===== src/rtl/anabellek_hakem_if.sv =====
// Bundle of the instruction-cache, data-cache and main-memory iomem signals seen by the
// arbiter. The slave modport is the arbiter's view; the master modport is its surroundings.
interface anabellek_hakem_if;
  logic [18:2] l1b_addr_i;
  logic        l1b_valid_i;
  logic [31:0] l1b_rdata_o;
  logic        l1b_ready_o;

  logic [18:2] l1v_addr_i;
  logic        l1v_valid_i;
  logic [31:0] l1v_wdata_i;
  logic [3:0]  l1v_wstrb_i;
  logic [31:0] l1v_rdata_o;
  logic        l1v_ready_o;

  logic [18:2] iomem_addr_o;
  logic        iomem_valid_o;
  logic [31:0] iomem_wdata_o;
  logic [3:0]  iomem_wstrb_o;
  logic [31:0] iomem_rdata_i;
  logic        iomem_ready_i;

  modport slave (
    input  l1b_addr_i, l1b_valid_i,
    output l1b_rdata_o, l1b_ready_o,
    input  l1v_addr_i, l1v_valid_i, l1v_wdata_i, l1v_wstrb_i,
    output l1v_rdata_o, l1v_ready_o,
    output iomem_addr_o, iomem_valid_o, iomem_wdata_o, iomem_wstrb_o,
    input  iomem_rdata_i, iomem_ready_i
  );

  modport master (
    output l1b_addr_i, l1b_valid_i,
    input  l1b_rdata_o, l1b_ready_o,
    output l1v_addr_i, l1v_valid_i, l1v_wdata_i, l1v_wstrb_i,
    input  l1v_rdata_o, l1v_ready_o,
    input  iomem_addr_o, iomem_valid_o, iomem_wdata_o, iomem_wstrb_o,
    output iomem_rdata_i, iomem_ready_i
  );
endinterface


===== src/rtl/anabellek_hakem.sv =====
// Round-robin main-memory arbiter between the L1 instruction and data cache controllers,
// with a watchdog that force-completes transactions the memory never acknowledges.
module anabellek_hakem #(
  parameter int unsigned ZAMAN_ASIMI = 1024,
  parameter logic [31:0] HATA_VERISI = 32'hDEAD_BEEF
) (
  input  logic                     clk_i,
  input  logic                     rst_i,
  anabellek_hakem_if.slave         bus,
  output logic                     hata_o
);

  localparam int unsigned CntW = (ZAMAN_ASIMI > 2) ? $clog2(ZAMAN_ASIMI) : 1;
  localparam logic [CntW-1:0] CntMax = CntW'((ZAMAN_ASIMI == 0) ? 0 : ZAMAN_ASIMI - 1);

  typedef enum logic [1:0] {
    StBosta,
    StL1bAktif,
    StL1vAktif
  } state_e;

  state_e          state_q, state_d;
  logic            son_sahip_q, son_sahip_d;  // 1: L1V won the last grant
  logic [CntW-1:0] sayac_q, sayac_d;
  logic            hata_q, hata_d;
  logic            aktif;
  logic            zaman_doldu;
  logic            bitti;

  assign aktif = (state_q == StL1bAktif) || (state_q == StL1vAktif);
  assign zaman_doldu = (ZAMAN_ASIMI != 0) && aktif && !bus.iomem_ready_i && (sayac_q == CntMax);
  assign bitti = aktif && (bus.iomem_ready_i || zaman_doldu);

  always_ff @(posedge clk_i) begin
    if (rst_i) begin
      state_q     <= StBosta;
      son_sahip_q <= 1'b1;
      sayac_q     <= '0;
      hata_q      <= 1'b0;
    end else begin
      state_q     <= state_d;
      son_sahip_q <= son_sahip_d;
      sayac_q     <= sayac_d;
      hata_q      <= hata_d;
    end
  end

  always_comb begin
    state_d     = state_q;
    son_sahip_d = son_sahip_q;
    sayac_d     = sayac_q;
    hata_d      = hata_q;
    unique case (state_q)
      StBosta: begin
        sayac_d = '0;
        // On a tie the port that did not win last time gets the bus.
        if (bus.l1b_valid_i && (!bus.l1v_valid_i || son_sahip_q)) begin
          state_d     = StL1bAktif;
          son_sahip_d = 1'b0;
        end else if (bus.l1v_valid_i) begin
          state_d     = StL1vAktif;
          son_sahip_d = 1'b1;
        end
      end
      StL1bAktif, StL1vAktif: begin
        if (bitti) begin
          state_d = StBosta;
          hata_d  = hata_q | zaman_doldu;
        end else begin
          sayac_d = sayac_q + CntW'(1);
        end
      end
      default: state_d = StBosta;
    endcase
  end

  always_comb begin
    bus.iomem_valid_o = 1'b0;
    bus.iomem_addr_o  = '0;
    bus.iomem_wdata_o = '0;
    bus.iomem_wstrb_o = '0;
    bus.l1b_ready_o   = 1'b0;
    bus.l1v_ready_o   = 1'b0;
    bus.l1b_rdata_o   = bus.iomem_rdata_i;
    bus.l1v_rdata_o   = bus.iomem_rdata_i;
    unique case (state_q)
      StL1bAktif: begin
        bus.iomem_valid_o = 1'b1;
        bus.iomem_addr_o  = bus.l1b_addr_i;
        bus.l1b_ready_o   = bitti;
        if (zaman_doldu) bus.l1b_rdata_o = HATA_VERISI;
      end
      StL1vAktif: begin
        bus.iomem_valid_o = 1'b1;
        bus.iomem_addr_o  = bus.l1v_addr_i;
        bus.iomem_wdata_o = bus.l1v_wdata_i;
        bus.iomem_wstrb_o = bus.l1v_wstrb_i;
        bus.l1v_ready_o   = bitti;
        if (zaman_doldu) bus.l1v_rdata_o = HATA_VERISI;
      end
      default: ;
    endcase
  end

  assign hata_o = hata_q;

endmodule


===== src/flat_wrapper.sv =====
// flat-port wrapper written by rule: the top's interface ports become plain ports
module anabellek_hakem_flat 
#(
  parameter int unsigned ZAMAN_ASIMI = 1024,
  parameter logic [31:0] HATA_VERISI = 32'hDEAD_BEEF
)
  (clk_i, rst_i, hata_o, bus_l1b_addr_i, bus_l1b_valid_i, bus_l1b_rdata_o, bus_l1b_ready_o, bus_l1v_addr_i, bus_l1v_valid_i, bus_l1v_wdata_i, bus_l1v_wstrb_i, bus_l1v_rdata_o, bus_l1v_ready_o, bus_iomem_addr_o, bus_iomem_valid_o, bus_iomem_wdata_o, bus_iomem_wstrb_o, bus_iomem_rdata_i, bus_iomem_ready_i);
  anabellek_hakem_if bus_i ();
  input  logic clk_i;
  input  logic rst_i;
  output logic hata_o;
  input wire logic [$bits(bus_i.l1b_addr_i)-1:0] bus_l1b_addr_i;
  input wire logic [$bits(bus_i.l1b_valid_i)-1:0] bus_l1b_valid_i;
  output wire logic [$bits(bus_i.l1b_rdata_o)-1:0] bus_l1b_rdata_o;
  output wire logic [$bits(bus_i.l1b_ready_o)-1:0] bus_l1b_ready_o;
  input wire logic [$bits(bus_i.l1v_addr_i)-1:0] bus_l1v_addr_i;
  input wire logic [$bits(bus_i.l1v_valid_i)-1:0] bus_l1v_valid_i;
  input wire logic [$bits(bus_i.l1v_wdata_i)-1:0] bus_l1v_wdata_i;
  input wire logic [$bits(bus_i.l1v_wstrb_i)-1:0] bus_l1v_wstrb_i;
  output wire logic [$bits(bus_i.l1v_rdata_o)-1:0] bus_l1v_rdata_o;
  output wire logic [$bits(bus_i.l1v_ready_o)-1:0] bus_l1v_ready_o;
  output wire logic [$bits(bus_i.iomem_addr_o)-1:0] bus_iomem_addr_o;
  output wire logic [$bits(bus_i.iomem_valid_o)-1:0] bus_iomem_valid_o;
  output wire logic [$bits(bus_i.iomem_wdata_o)-1:0] bus_iomem_wdata_o;
  output wire logic [$bits(bus_i.iomem_wstrb_o)-1:0] bus_iomem_wstrb_o;
  input wire logic [$bits(bus_i.iomem_rdata_i)-1:0] bus_iomem_rdata_i;
  input wire logic [$bits(bus_i.iomem_ready_i)-1:0] bus_iomem_ready_i;
  assign bus_i.l1b_addr_i = bus_l1b_addr_i;
  assign bus_i.l1b_valid_i = bus_l1b_valid_i;
  assign bus_l1b_rdata_o = bus_i.l1b_rdata_o;
  assign bus_l1b_ready_o = bus_i.l1b_ready_o;
  assign bus_i.l1v_addr_i = bus_l1v_addr_i;
  assign bus_i.l1v_valid_i = bus_l1v_valid_i;
  assign bus_i.l1v_wdata_i = bus_l1v_wdata_i;
  assign bus_i.l1v_wstrb_i = bus_l1v_wstrb_i;
  assign bus_l1v_rdata_o = bus_i.l1v_rdata_o;
  assign bus_l1v_ready_o = bus_i.l1v_ready_o;
  assign bus_iomem_addr_o = bus_i.iomem_addr_o;
  assign bus_iomem_valid_o = bus_i.iomem_valid_o;
  assign bus_iomem_wdata_o = bus_i.iomem_wdata_o;
  assign bus_iomem_wstrb_o = bus_i.iomem_wstrb_o;
  assign bus_i.iomem_rdata_i = bus_iomem_rdata_i;
  assign bus_i.iomem_ready_i = bus_iomem_ready_i;
  anabellek_hakem #(.ZAMAN_ASIMI(ZAMAN_ASIMI), .HATA_VERISI(HATA_VERISI)) u_core (.clk_i(clk_i), .rst_i(rst_i), .bus(bus_i), .hata_o(hata_o));
endmodule

===== config.mk =====
export PLATFORM = sky130hd
export DESIGN_NAME = anabellek_hakem_flat
export DESIGN_NICKNAME = d
export VERILOG_FILES = /design/src/rtl/anabellek_hakem_if.sv /design/src/rtl/anabellek_hakem.sv /design/src/flat_wrapper.sv
export SDC_FILE = /design/constraint.sdc
export NUM_CORES = 1
export LEC_CHECK = 0
export CAP_MARGIN = 20
export CORE_AREA = 4 4 87 89
export DETAILED_ROUTE_END_ITERATION = 6
export DIE_AREA = 0 0 91 93
export GPL_ROUTABILITY_DRIVEN = 0
export GPL_TIMING_DRIVEN = 0
export PLACE_DENSITY = 0.91
export SYNTH_ARGS = -nofsm -noshare
export SYNTH_HDL_FRONTEND = slang
export SYNTH_SLANG_ARGS = --single-unit

===== constraint.sdc =====
create_clock -name clk_i -period 3.25 [get_ports clk_i]
set_input_delay 0.65 -clock clk_i [delete_from_list [all_inputs] [get_ports clk_i]]
set_output_delay 0.65 -clock clk_i [all_outputs]
set_load 0.05 [all_outputs]

## Word level (Yosys, flattened, before mapping)

Index checks and enable logic that the tools add are counted.

| word-level totals | value |
|---|---|
| flip-flop bits (word level) | 14 |
| latch bits | 0 |
| memory bits (writable) | 0 |
| bits in read-only memories | 0 |
| bits of input ports | 107 |
| output and inout port bits | 121 |
| word-level logic and storage cells | 46 |
| memories | 0 |

| operators by class | value |
|---|---|
| add/subtract/negate cells | 1 |
| multiply operators | 0 |
| divide/modulo/power cells | 0 |
| magnitude comparators | 0 |
| equal/unequal tests | 6 |
| shift operators | 0 |
| multiplexer cells | 17 |
| bitwise gates (word level) | 1 |
| reduce and logical (&&, ||, !) cells | 17 |

Operators with widths:

| cell | count |
|---|---|
| 2-to-1 mux 32 bit | 4 |
| one-hot mux 17 bit (2 select lines) | 1 |
| one-hot mux 10 bit (2 select lines) | 1 |
| adder 10 x 1 -> 10 bit (second input constant) | 1 |
| equality test 10 bit (second input constant) | 1 |
| 2-to-1 mux 10 bit | 1 |
| AND reduction 2 bit | 4 |
| 2-to-1 mux 2 bit | 3 |
| 2-to-1 mux 1 bit | 5 |
| logical AND 1 bit | 4 |
| 2-to-1 mux 4 bit | 1 |
| one-hot mux 2 bit (2 select lines) | 1 |
| nonzero test 2 bit | 2 |
| logical OR 1 bit | 3 |
| inequality test 3 x 2 -> 1 bit (second input constant) | 1 |
| equality test 2 x 1 -> 1 bit (second input constant) | 1 |
| equality test 2 bit (second input constant) | 1 |
| logical NOT 1 bit | 2 |
| logical NOT 2 bit | 1 |
| inequality test 2 x 1 -> 1 bit (second input constant) | 1 |
| inequality test 2 bit (second input constant) | 1 |
| OR reduction 2 bit | 1 |
| bitwise OR 1 bit | 1 |

## Logic depth before layout (Yosys ltp)

Gate-level depths: netlist (run 1).

| depth | value |
|---|---|
| depth in word-level cells | 8 |
| depth in mapped cells | 8 |
| mapped depth without buffers | 6 |

## Worst setup path after synthesis (run 1)

No wires, ideal clock.

| timing path | value |
|---|---|
| path type | register -> output |
| start | register u_core.state_q[1] |
| end | output port bus_l1v_rdata_o[10] |
| arrival time | 2.067 ns |
| data required time | 2.600 ns |
| path slack | 0.533 ns |
| stages on the path, launching flop included | 8 |
| path buffers | 2 |
| cell sequence | dfxtp_1 inv_1 ha_1 nor2b_1 buf_2 nand3_2 buf_2 nand2b_1 |

| between the ends | value |
|---|---|
| cells in the longest elaborated chain, start to end | 6 |
| elaborated cells on any way between the ends | 7 |
| classes of those cells | 2 x eq/ne; 2 x mux; 3 x reduce/logical |

Ends and longest elaborated chain:

| what | line | text |
|---|---|---|
| start, declared | anabellek_hakem.sv:22 | `state_e state_q, state_d;` |
| start signal, assigned | anabellek_hakem.sv:36 | `state_q <= StBosta;` |
| start signal, assigned | anabellek_hakem.sv:41 | `state_q <= state_d;` |
| equality test 2 x 1 -> 1 bit or equality test 2 bit (tied branches) | anabellek_hakem.sv:30, anabellek_hakem.sv:86 |  |
| logical OR 1 bit | anabellek_hakem.sv:30 | `assign aktif = (state_q == StL1bAktif) \|\| (state_q == StL1vAktif);` |
| logical AND 1 bit (2 in a row) | anabellek_hakem.sv:31 | `assign zaman_doldu = (ZAMAN_ASIMI != 0) && aktif && !bus.iomem_ready_i && (sayac_q == CntMax);` |
| 2-to-1 mux 32 bit | anabellek_hakem.sv:99 | `if (zaman_doldu) bus.l1v_rdata_o = HATA_VERISI;` |
| 2-to-1 mux 32 bit (*) | anabellek_hakem.sv:86 | `unique case (state_q)` |
| end, declared | flat_wrapper.sv:20 | `output wire logic [$bits(bus_i.l1v_rdata_o)-1:0] bus_l1v_rdata_o;` |

Mark *: on every way between the ends. The rest lies on a longest branch, timed or not.

## Worst setup path in the final report (run 1)

| timing path | value |
|---|---|
| start | input port bus_iomem_ready_i |
| end | output port bus_l1b_rdata_o[6] |

| between the ends | value |
|---|---|
| cells in the longest elaborated chain, start to end | 5 |

Ends and longest elaborated chain:

| what | line | text |
|---|---|---|
| start, declared | flat_wrapper.sv:27 | `input wire logic [$bits(bus_i.iomem_ready_i)-1:0] bus_iomem_ready_i;` |
| logical NOT 1 bit | anabellek_hakem.sv:31 |  |
| logical AND 1 bit (2 in a row) | anabellek_hakem.sv:31 |  |
| 2-to-1 mux 32 bit | anabellek_hakem.sv:91 | `if (zaman_doldu) bus.l1b_rdata_o = HATA_VERISI;` |
| 2-to-1 mux 32 bit | anabellek_hakem.sv:86 |  |
| end, declared | flat_wrapper.sv:14 | `output wire logic [$bits(bus_i.l1b_rdata_o)-1:0] bus_l1b_rdata_o;` |

No other way between the ends.

==> results.rst, run 1 <==
.. list-table::
   :header-rows: 1

   * - Metric
     - Value
   * - Library cells used by synthesis
     - 41
   * - Relative area change from synthesis to final layout
     - 125%
   * - Final HPWL from detailed placement
     - 8140 um
   * - Leakage power of the design
     - 1.99 nW
   * - Fmax
     - 0.317 GHz
   * - R2R depth
     - 7
   * - Critical path start-end classification
     - in -> out
   * - Final core occ
     - 0.587
   * - Worst relative slew slack
     - 0.620
   * - Number of nets with antenna violations after detailed routing
     - 0
   * - VDD IR-drop max
     - 0.208 mV
   * - RSZ-0062 raised after global routing
     - true
   * - Count of standard-cell rows
     - 30
   * - Largest area contributor in the synthesized netlist
     - sky130_fd_sc_hd__nand2b_1
   * - Most frequently used flop master after synthesis
     - sky130_fd_sc_hd__dfxtp_1
   * - Mux contribution to synthesized area
     - 0.00568
   * - Largest clock skew in the final design
     - 0.00271 ns
   * - Via count of the routed design
     - 2679
   * - Async S/R FF share, synth
     - 0
   * - Number of antenna repair diodes
     - 0
   * - Final period demand of the worst path
     - 3.16 ns
   * - Areal power density over the cells
     - 279 mW/mm2
   * - Number of maximum-capacitance violations
     - 0
   * - Worst min-delay path class
     - reg -> reg
   * - Avg WL per Cell
     - 17.0 um
   * - CTS root buf
     - sky130_fd_sc_hd__clkbuf_8
   * - Synth warn
     - 0
   * - Core outline area
     - 0.00676 mm2
   * - Hold_sp
     - u_core.hata_o
   * - Final setup violating endpoints
     - 0
   * - I/O Buffers
     - 227
   * - WP data required
     - 2.60 ns
   * - Portion of synthesized cell area occupied by the leading cell type
     - 0.188
   * - Cell depth of the worst hold path
     - 2
   * - Most numerous cell in the Yosys netlist
     - sky130_fd_sc_hd__nand2b_1
   * - Via density
     - 4.82
   * - Total of flip-flops plus latches after synthesis
     - 14
   * - Peak fanout along the critical path
     - 10
   * - Final hold violations
     - 0
   * - Transition time at the pin with the least slew margin
     - 0.568 ns
   * - Detailed Route WL
     - 9440 um
   * - Arrival time worst endpoint
     - 2.51 ns
   * - Global-route congestion overflow total
     - 0
   * - Run status
     - completed
   * - Largest stage delay, worst path
     - 0.50 ns
   * - Fraction of layout instances using a drive strength above 1
     - 0.160
   * - Clock tree sinks
     - 14
   * - Setup TNS
     - 0 ns
   * - Synthesized area per cell
     - 7.23 um2
   * - Post-Synthesis Cells
     - 244
   * - Hold worst-path end
     - u_core.hata_o
   * - Maximum number of pins on one net before global-route repair
     - 11
   * - Clk Latency, worst-skew pair
     - 0.25 ns
   * - Combined global-route utilization of all metal layers
     - 0.201
   * - Initial Utilization
     - 0.261
   * - Slew Viols, Final
     - 0
   * - Simple logic cell fraction of the synthesized area
     - 0.566
   * - # IOs
     - 228
   * - Worst r2r src
     - u_core.state_q[1]
   * - Via count of the first global-routing pass
     - 2584
   * - Fraction of the mapped netlist area in compound gates
     - 0.182
   * - Worst-path clk slew
     - 0.06 ns
   * - Top area cells in the synthesized netlist
     - sky130_fd_sc_hd__nand2b_1 (19%), sky130_fd_sc_hd__and2_1 (18%), sky130_fd_sc_hd__dfxtp_1 (16%)
   * - Clock tree from TritonCTS
     - built
   * - Width of the chip
     - 91 um
   * - Largest family of logic cells by synthesized area
     - simple AND/OR/NAND/NOR gates
   * - Detailed-router iteration count before antenna repair
     - 4
   * - Critical path cell sequence
     - clkdlybuf4s50_1 > nor2b_1 > buf_2 > nand3_2 > buf_2 > nand2b_1 > clkdlybuf4s15_1
   * - Critical path endpoint category
     - output pin
   * - Die area
     - 0.00846 mm2
   * - Total standard cell area after synthesis
     - 0.00176 mm2
   * - Commonest cells in the synthesized netlist
     - sky130_fd_sc_hd__nand2b_1 (53), sky130_fd_sc_hd__and2_1 (52), sky130_fd_sc_hd__nor2b_1 (19)
   * - Kind of start point of the critical path
     - primary input
   * - Most frequent CP cell
     - sky130_fd_sc_hd__buf_2
   * - Largest buffer count on any clock path
     - 2
   * - Die extent in y
     - 93 um
   * - Initial detailed-routing violation count
     - 100
   * - Maximum level of the CTS H-tree
     - 1
   * - Final #Nets
     - 588
   * - Post-Syn Nets
     - 355
   * - Fraction of the mapped netlist area in adder cells
     - 0.0284
   * - CP max-delay cell
     - sky130_fd_sc_hd__clkdlybuf4s50_1
   * - Worst reg2reg setup slack
     - 1.34 ns
   * - First-pass GRT wire length
     - 13700 um
   * - Number of synthesized flops with an enable pin
     - 0
   * - Sequential cell area fraction in the yosys report
     - 0.159
   * - Clock buffers created by TritonCTS
     - 3
   * - Initial antenna violation count
     - 0
   * - Capturing point of the worst reg2reg path
     - u_core.sayac_q[3]
   * - Ratio of final minimum period to clock period
     - 0.971
   * - XOR/XNOR share of the synthesized area
     - 0.00497
   * - DR DRC count
     - 0
repair_timing:
item	CTS	global route
hold buffers	0	0
gates resized for setup	75	130
setup buffers	0	1
endpoints found under the setup margin	74	79
pin swaps	0	1
critical path, delay by kind of cell:
kind / cells / cell delay [ns]
and+or+nand+nor: 3 / 0.39
buffers and inverters: 4 / 1.46
how the worst max path moves through the flow:
stage	from	end	slack, ns
CTS	u_core.sayac_q[0]	bus_l1v_rdata_o[25]	0.003
global placement	bus_iomem_ready_i	bus_l1v_rdata_o[7]	-0.26
floorplan	u_core.state_q[1]	bus_l1v_rdata_o[10]	0.53
finish	bus_iomem_ready_i	bus_l1b_rdata_o[6]	0.09
global route	u_core.sayac_q[0]	bus_l1b_rdata_o[6]	-0.02
detailed placement	bus_iomem_ready_i	bus_l1v_rdata_o[7]	-0.27
layout by cell type (no fill, tap or decap), types with 7 or more instances in the layout:
| master | n |
|---|---|
| sky130_fd_sc_hd__a21oi_1 | 8 |
| sky130_fd_sc_hd__a22oi_1 | 17 |
| sky130_fd_sc_hd__and2_1 | 52 |
| sky130_fd_sc_hd__buf_2 | 8 |
| sky130_fd_sc_hd__clkbuf_1 | 9 |
| sky130_fd_sc_hd__clkbuf_2 | 55 |
| sky130_fd_sc_hd__clkdlybuf4s50_1 | 137 |
| sky130_fd_sc_hd__dfxtp_1 | 14 |
| sky130_fd_sc_hd__dlygate4sd2_1 | 14 |
| sky130_fd_sc_hd__dlymetal6s2s_1 | 16 |
| sky130_fd_sc_hd__nand2b_1 | 53 |
| sky130_fd_sc_hd__nand3_1 | 7 |
| sky130_fd_sc_hd__nor2b_1 | 19 |
power by group:
part           total (W)  switching (W)  internal, W
Combinational   0.000753       0.000464     0.000289
Clock           0.000172      0.0000642     0.000107
Sequential      0.000183     0.00000550     0.000178
metrics by stage:
stage	setup slack (ns)	instances	total power, W	hold slack, ns	area (um2)
2_1_floorplan	0.533	244	0.000651	0.467	1760
3_3_place_gp	-0.259	551	0.000978	0.455	4140
6_report	0.0930	556	0.00111	0.479	3960
5_1_grt	-0.0155	556	0.00116	0.533	3960
4_1_cts	0.00313	555	0.00112	0.485	4100
3_5_place_dp	-0.271	551	0.000986	0.469	4140
cells by family (layout without fill, tap and decap cells):
kind of cell / Yosys count / after routing
and+or+nand+nor: 158 / 158
AOI/OAI and AO/OA: 44 / 44
buffers and inverters: 22 / 254
DFF: 14 / 14
adders and majority gates: 4 / 4
xor gates and xnor gates: 1 / 1
muxes: 1 / 1
routing by layer:
metal | up-vias | track usage | part of all wire
li1 | 1294 | - | -
met1 | 1194 | 0.219 | 0.37
met2 | 173 | 0.391 | 0.52
met3 | 18 | 0.0515 | 0.088
met4 | 0 | 0.0402 | 0.022
met5 | - | 0 | 0
sequential cells by signal, indices dropped and copies added, names as in the netlist:
name and count:
u_core.sayac_q 10, u_core.son_sahip_q 1, u_core.state_q 2, u_core.hata_o 1
layout make-up:
class	instances	area, um2
plain buffers	20	90.1
multi-input cells	208	1390
inverters	2	7.51
fillers	614	2790
repair buffers	228	2040
well taps	80	100
flip-flops and latches	14	280
clock buffers	4	55.1
(Power assumes the default switching activity.)
==> run 2: changes to the inputs <==
Settings changed: CORE_AREA 4 4 87 89 to 3 3 86 88, DIE_AREA 0 0 91 93 to 0 0 89 91.
==> results.rst, run 2 (same netlist as run 1, synthesis figures left out) <==
.. list-table::
   :header-rows: 1

   * - Metric
     - Value
   * - Worst min-delay path class
     - reg -> reg
   * - Fmax
     - 0.317 GHz (+0.20%)
   * - Worst setup timing slack at the placement stage
     - -0.269 ns (+0.00190 ns)
   * - I/O Buffers
     - 227 (unchanged)
   * - VDD IR-drop max
     - 0.174 mV (-16%)
   * - RSZ-0062 raised after global routing
     - false
   * - Critical path endpoint category
     - output pin
   * - Setup TNS
     - 0 ns (unchanged)
   * - Initial antenna violation count
     - 0 (unchanged)
   * - WP data required
     - 2.60 ns (about the same)
   * - Slew Viols, Final
     - 0 (unchanged)
   * - Arrival time worst endpoint
     - 2.50 ns (about the same)
   * - Final #Nets
     - 590 (+0.34%)
   * - Kind of start point of the critical path
     - register
   * - Clock buffers created by TritonCTS
     - 3 (unchanged)
   * - Power dissipated by switching net loads
     - 0.000532 W (-0.42%)
   * - Largest clock skew in the final design
     - 0.00616 ns (+0.00345 ns)
   * - Clock tree sinks
     - 14 (unchanged)
   * - Filler cell count in the final layout
     - 637 (+3.7%)
   * - Number of antenna repair diodes
     - 0 (unchanged)
   * - Leakage power of the design
     - 2.01 nW (+1.0%)
   * - Commonest non-fill, non-tap cell in the layout
     - sky130_fd_sc_hd__clkdlybuf4s50_1
   * - Peak fanout along the critical path
     - 10 (unchanged)
   * - Worst-path clk slew
     - 0.05 ns (about the same)
   * - Most used cells in the layout excluding fill and tap cells
     - sky130_fd_sc_hd__clkdlybuf4s50_1 (134), sky130_fd_sc_hd__clkbuf_2 (61), sky130_fd_sc_hd__nand2b_1 (53), sky130_fd_sc_hd__and2_1 (52), sky130_fd_sc_hd__nor2b_1 (19)
   * - Ratio of final minimum period to clock period
     - 0.969 (-0.00190)
   * - Most frequent CP cell
     - sky130_fd_sc_hd__clkbuf_1
   * - Maximum level of the CTS H-tree
     - 1 (unchanged)
   * - Part of the power in the clock network
     - 0.130 (-0.025)
   * - # IOs
     - 228 (unchanged)
   * - Combined global-route utilization of all metal layers
     - 0.212 (+0.0109)
   * - Count of standard-cell rows
     - 30 (unchanged)
   * - Run status
     - completed
   * - Global-route congestion overflow total
     - 0 (unchanged)
   * - Die extent in y
     - 91 um (-2.2%)
   * - Int Pwr
     - 0.000547 W (-4.7%)
   * - First-pass GRT wire length
     - 13700 um (-0.15%)
   * - Number of nets with antenna violations after detailed routing
     - 0 (unchanged)
   * - Die area
     - 0.00810 mm2 (-4.3%)
   * - Maximum number of pins on one net before global-route repair
     - 11 (unchanged)
   * - Cell depth of the worst hold path
     - 2 (unchanged)
   * - Relative area change from synthesis to final layout
     - 123%
   * - Clk Latency, worst-skew pair
     - 0.25 ns (about the same)
   * - Largest registers
     - u_core.sayac_q (10), u_core.state_q (2)
   * - Final hold violations
     - 0 (unchanged)
   * - Areal power density over the cells
     - 275 mW/mm2 (-1.7%)
   * - Worst relative slew slack
     - 0.622 (+0.00134)
   * - Avg WL per Cell
     - 16.4 um (-3.6%)
   * - Via count of the first global-routing pass
     - 2740 (+6.0%)
   * - Detailed Route WL
     - 9120 um (-3.4%)
   * - Initial detailed-routing violation count
     - 77 (-23%)
   * - Register share of total power
     - 0.170 (+0.005)
   * - R2R depth
     - 7 (unchanged)
   * - Detailed-router iteration count before antenna repair
     - 4 (unchanged)
   * - CTS root buf
     - sky130_fd_sc_hd__clkbuf_8
   * - CTS hold repair buffers
     - 0 (unchanged)
   * - Fraction of layout instances using a drive strength above 1
     - 0.174 (+0.0143)
   * - Comb power frac
     - 0.700 (+0.020)
   * - Largest buffer count on any clock path
     - 2 (unchanged)
   * - Final period demand of the worst path
     - 3.15 ns (-0.00618 ns)
   * - Via density
     - 4.74 (-1.7%)
   * - DR DRC count
     - 0 (unchanged)
   * - Critical path cell sequence
     - inv_1 > ha_1 > clkbuf_1 > clkbuf_1 > and2_1 > clkdlybuf4s50_1
   * - Minimum setup slack in the final design
     - 0.0992 ns (+0.00618 ns)
   * - Largest stage delay, worst path
     - 0.80 ns (+0.30 ns)
   * - Clock tree from TritonCTS
     - built
   * - Width of the chip
     - 89 um (-2.2%)
   * - Core outline area
     - 0.00672 mm2 (-0.56%)
   * - Number of maximum-capacitance violations
     - 0 (unchanged)
   * - Transition time at the pin with the least slew margin
     - 0.570 ns (+0.00119 ns)
   * - Final setup violating endpoints
     - 0 (unchanged)
   * - Max reg flops
     - 10 (unchanged)
   * - Register ranked first by flip-flop count
     - u_core.sayac_q
   * - Final hold slack
     - 0.483 ns (+0.00442 ns)
   * - Final HPWL from detailed placement
     - 7700 um (-5.3%)
   * - CP max-delay cell
     - sky130_fd_sc_hd__clkdlybuf4s50_1
   * - Critical path start-end classification
     - reg -> out
   * - Via count of the routed design
     - 2638 (-1.5%)
   * - Switching power share of the total
     - 0.493 (+0.0110)
   * - Initial Utilization
     - 0.262 (+0.00146)
run 2: changes by cell type in the layout (fill, tap and decap cells not counted), sizes merged:
| cell | previous run | this run |
|---|---|---|
| dlymetal6s2s | 16 | 17 |
| dlygate4sd2 | 14 | 15 |
| buf | 11 | 12 |
| clkdlybuf4s50 | 137 | 134 |
| clkbuf | 68 | 74 |
| clkdlybuf4s15 | 6 | 1 |
run 2: cell type report:
class	count	area, um2	share of cell area
flip-flops and latches	14	280	0.0714
well taps	80	100	0.0255
clock buffers	3	41.3	0.0105
repair buffers	230	2020	0.514
inverters	2	7.51	0.00191
multi-input cells	208	1390	0.353
plain buffers	20	92.6	0.0236
run 2: path summary, 6_finish.rpt:
check / slack [ns] / from / end
max: 0.1 / u_core.state_q[0] / bus_iomem_wdata_o[4]
max reg2reg: 1.40 / u_core.state_q[0] / u_core.sayac_q[5]
min: 0.48 / u_core.hata_o / u_core.hata_o
min reg2reg: 0.48 / u_core.hata_o / u_core.hata_o
run 2: per-stage QoR:
step | utilization | std cells | cell area [um2] | total power (W)
final | 0.584 | 557 | 3930 | 0.00108
after global routing | 0.584 | 557 | 3930 | 0.00114
after CTS | 0.607 | 554 | 4080 | 0.00110
after detailed placement | 0.615 | 551 | 4140 | 0.000988
after global placement | 0.615 | 551 | 4140 | 0.000978
after floorplan | - | 244 | 1760 | 0.000651
run 2: metal layers:
layer	vias up	wire length, um	track usage
li1	1297	-	-
met2	149	4800	0.405
met3	11	902	0.0508
met1	1181	3270	0.224
met4	0	141	0.0558
met5	-	0	0
run 2: power by group through the flow:
stage	clock network [W]	logic [W]	registers (W)
global route	0.000156	0.000798	0.000184
CTS	0.000145	0.000768	0.000183
finish	0.000141	0.000755	0.000183
global placement	0	0.000792	0.000186
floorplan	0	0.000466	0.000185
detailed placement	0	0.000801	0.000187
run 2: what timing repair did:
item / in CTS / in global routing
pin swaps: 0 / 1
buffers inserted: 0 / 3
resized for setup: 76 / 140
endpoints found under the setup margin: 76 / 81
run 2: critical path: cells and delay by family (launching register included):
kind                     cells  cell delay [ns]
flip-flops                   1             0.33
buffers and inverters        4             1.60
AND/OR/NAND/NOR              1             0.18
adder cells (fa/ha/maj)      1             0.14
==> run 3: changes to the inputs <==
Settings changed: PLACE_DENSITY 0.91 to 0.86.
==> results.rst, run 3 (same netlist as run 1, synthesis figures left out) <==
.. list-table::
   :header-rows: 1

   * - Metric
     - Value
   * - First-pass GRT wire length
     - 13300 um (-3.1%)
   * - Clock tree from TritonCTS
     - built
   * - Via density
     - 4.75 (+0.32%)
   * - Arrival time worst endpoint
     - 2.51 ns (about the same)
   * - Detailed-router iteration count before antenna repair
     - 4 (unchanged)
   * - Filler cell count in the final layout
     - 637 (unchanged)
   * - Final setup violating endpoints
     - 0 (unchanged)
   * - I/O Buffers
     - 227 (unchanged)
   * - Detailed Route WL
     - 9050 um (-0.68%)
   * - Areal power density over the cells
     - 277 mW/mm2 (+0.98%)
   * - Maximum number of pins on one net before global-route repair
     - 11 (unchanged)
   * - Final Instance Area
     - 0.00402 mm2 (+2.3%)
   * - Die extent in y
     - 91 um (unchanged)
   * - Run status
     - completed
   * - Final HPWL from detailed placement
     - 7820 um (+1.5%)
   * - Largest clock skew in the final design
     - 0.00476 ns (-0.00141 ns)
   * - Critical path endpoint category
     - output pin
   * - Number of nets with antenna violations after detailed routing
     - 0 (unchanged)
   * - Hold_sp
     - u_core.hata_o
   * - Minimum setup slack in the final design
     - 0.0868 ns (-0.0124 ns)
   * - Kind of start point of the critical path
     - primary input
   * - Die area
     - 0.00810 mm2 (unchanged)
   * - Hold worst-path end
     - u_core.hata_o
   * - Via count of the routed design
     - 2637 (-0.038%)
   * - Combined global-route utilization of all metal layers
     - 0.208 (-0.00393)
   * - Count of standard-cell rows
     - 30 (unchanged)
   * - Final hold violations
     - 0 (unchanged)
   * - Post-DP Area
     - 0.00414 mm2 (unchanged)
   * - Initial Utilization
     - 0.262 (unchanged)
   * - Global-route congestion overflow total
     - 0 (unchanged)
   * - CP max-delay cell
     - sky130_fd_sc_hd__clkdlybuf4s50_1
   * - CTS root buf
     - sky130_fd_sc_hd__clkbuf_8
   * - Worst relative slew slack
     - 0.629 (+0.00711)
   * - Critical path cell sequence
     - clkdlybuf4s50_1 > nor2b_1 > clkbuf_4 > nand3_2 > buf_2 > and2_1 > dlygate4sd2_1
   * - Clk Latency, worst-skew pair
     - 0.24 ns (about the same)
   * - Via count of the first global-routing pass
     - 2609 (-4.8%)
   * - Number of antenna repair diodes
     - 0 (unchanged)
   * - Initial detailed-routing violation count
     - 110 (+43%)
   * - Largest stage delay, worst path
     - 0.57 ns (-0.23 ns)
   * - Clock tree sinks
     - 14 (unchanged)
   * - Initial antenna violation count
     - 0 (unchanged)
   * - Fmax
     - 0.316 GHz (-0.39%)
   * - Clock buffers created by TritonCTS
     - 3 (unchanged)
   * - Start point of the critical path
     - bus_iomem_ready_i
   * - R2R depth
     - 8 (+1)
   * - Final hold slack
     - 0.468 ns (-0.0153 ns)
   * - Number of stages on the worst setup path
     - 7 (+1)
   * - Peak fanout along the critical path
     - 10 (unchanged)
   * - Critical path start-end classification
     - in -> out
   * - Worst-path clk slew
     - 0.05 ns (about the same)
   * - Slew Viols, Final
     - 0 (unchanged)
   * - Transition time at the pin with the least slew margin
     - 0.556 ns (-0.0138 ns)
   * - Buffers plus inverters on the worst setup path
     - 4 (unchanged)
   * - Width of the chip
     - 89 um (unchanged)
   * - Leakage power of the design
     - 1.78 nW (-12%)
   * - Cell depth of the worst hold path
     - 2 (unchanged)
   * - Crit path max-delay family
     - buffers and inverters
   * - Capturing point of the worst reg2reg path
     - u_core.sayac_q[2]
   * - Number of maximum-capacitance violations
     - 0 (unchanged)
   * - Most used cells in the layout excluding fill and tap cells
     - sky130_fd_sc_hd__clkdlybuf4s50_1 (154), sky130_fd_sc_hd__nand2b_1 (53), sky130_fd_sc_hd__and2_1 (52), sky130_fd_sc_hd__clkbuf_2 (36), sky130_fd_sc_hd__dlygate4sd2_1 (31)
   * - Final period demand of the worst path
     - 3.16 ns (+0.0124 ns)
   * - Worst min-delay path class
     - reg -> reg
   * - VDD IR-drop max
     - 0.188 mV (+7.8%)
   * - Max reg flops
     - 10 (unchanged)
   * - Avg WL per Cell
     - 16.3 um (-0.32%)
   * - DR DRC count
     - 0 (unchanged)
   * - Fraction of layout instances using a drive strength above 1
     - 0.124 (-0.0498)
   * - Largest buffer count on any clock path
     - 2 (unchanged)
   * - Worst reg2reg setup slack
     - 1.36 ns (-0.04 ns)
   * - Final #Nets
     - 587 (-0.51%)
   * - Ratio of final minimum period to clock period
     - 0.973 (+0.00382)
   * - Commonest non-fill, non-tap cell in the layout
     - sky130_fd_sc_hd__clkdlybuf4s50_1
   * - Register ranked first by flip-flop count
     - u_core.sayac_q
   * - Largest registers
     - u_core.sayac_q (10), u_core.state_q (2)
   * - Core outline area
     - 0.00672 mm2 (unchanged)
   * - Total power
     - 0.00111 W (+3.3%)
   * - # IOs
     - 228 (unchanged)
   * - WP data required
     - 2.60 ns (about the same)
   * - Maximum level of the CTS H-tree
     - 1 (unchanged)
   * - Worst setup timing slack at the placement stage
     - -0.313 ns (-0.0440 ns)
   * - Relative area change from synthesis to final layout
     - 128%
   * - Worst r2r src
     - u_core.state_q[0]
   * - Setup TNS
     - 0 ns (unchanged)
-- run 3: cell count changes in the layout (fill, tap and decap cells not counted) --
cell	delta
sky130_fd_sc_hd__clkdlybuf4s15_1	+1
sky130_fd_sc_hd__clkbuf_8	+1
sky130_fd_sc_hd__buf_1	-1
sky130_fd_sc_hd__clkbuf_2	-25
sky130_fd_sc_hd__clkdlybuf4s50_1	+20
sky130_fd_sc_hd__buf_12	+1
sky130_fd_sc_hd__dlymetal6s2s_1	-13
sky130_fd_sc_hd__dlygate4sd2_1	+16
sky130_fd_sc_hd__clkbuf_1	-1
sky130_fd_sc_hd__clkdlybuf4s15_2	+2
sky130_fd_sc_hd__buf_4	-3
-- run 3: worst min-delay path, cell delays in order (launching register included) --
cell and delay [ns]:
sky130_fd_sc_hd__dfxtp_1 0.33, sky130_fd_sc_hd__a21oi_1 0.04, sky130_fd_sc_hd__nor2_1 0.07
-- run 3: per-layer routing --
metal / wire length, um / share of wire / vias to the layer above / track usage
met5: 0 / 0 / - / 0
met4: 248 / 0.027 / 0 / 0.0596
met3: 1050 / 0.12 / 20 / 0.0681
met2: 4710 / 0.52 / 175 / 0.398
met1: 3050 / 0.34 / 1147 / 0.206
li1: - / - / 1295 / -
-- run 3: per-stage QoR --
step,cells,util
after global routing,555,0.598
after detailed placement,551,0.615
final,555,0.598
after floorplan,244,-
after CTS,554,0.612
after global placement,551,0.615
-- run 3: area by class of cell --
type	count	area, um2	share of cell area
buffer	19	90.1	0.0224
clock buffer	4	55.1	0.0137
inverter	2	7.51	0.00187
multi-input combinational	208	1390	0.345
sequential	14	280	0.0698
tap	80	100	0.0249
timing repair buffer	228	2100	0.522
-- run 3: how the worst max path moves through the flow --
stage / end / slack, ns
4_1_cts: bus_iomem_addr_o[3] / 0.00004
2_1_floorplan: bus_l1v_rdata_o[10] / 0.53
3_3_place_gp: bus_l1v_rdata_o[27] / -0.34
5_1_grt: bus_l1b_rdata_o[3] / -0.003
3_5_place_dp: bus_l1v_rdata_o[27] / -0.31
6_report: bus_l1b_rdata_o[29] / 0.09
-- run 3: repair_timing --
action	in CTS	in global routing
setup buffers	0	1
hold buffers	0	0
endpoints found under the hold margin	0	0
pin swaps	0	1
setup endpoints to repair	77	72
gates resized for setup	81	69
-- run 3: power breakdown --
part           switching (W)  leakage, nW  internal (W)
clock network      0.0000606       0.0288      0.000107
registers         0.00000519        0.113      0.000178
logic               0.000466         1.63      0.000297
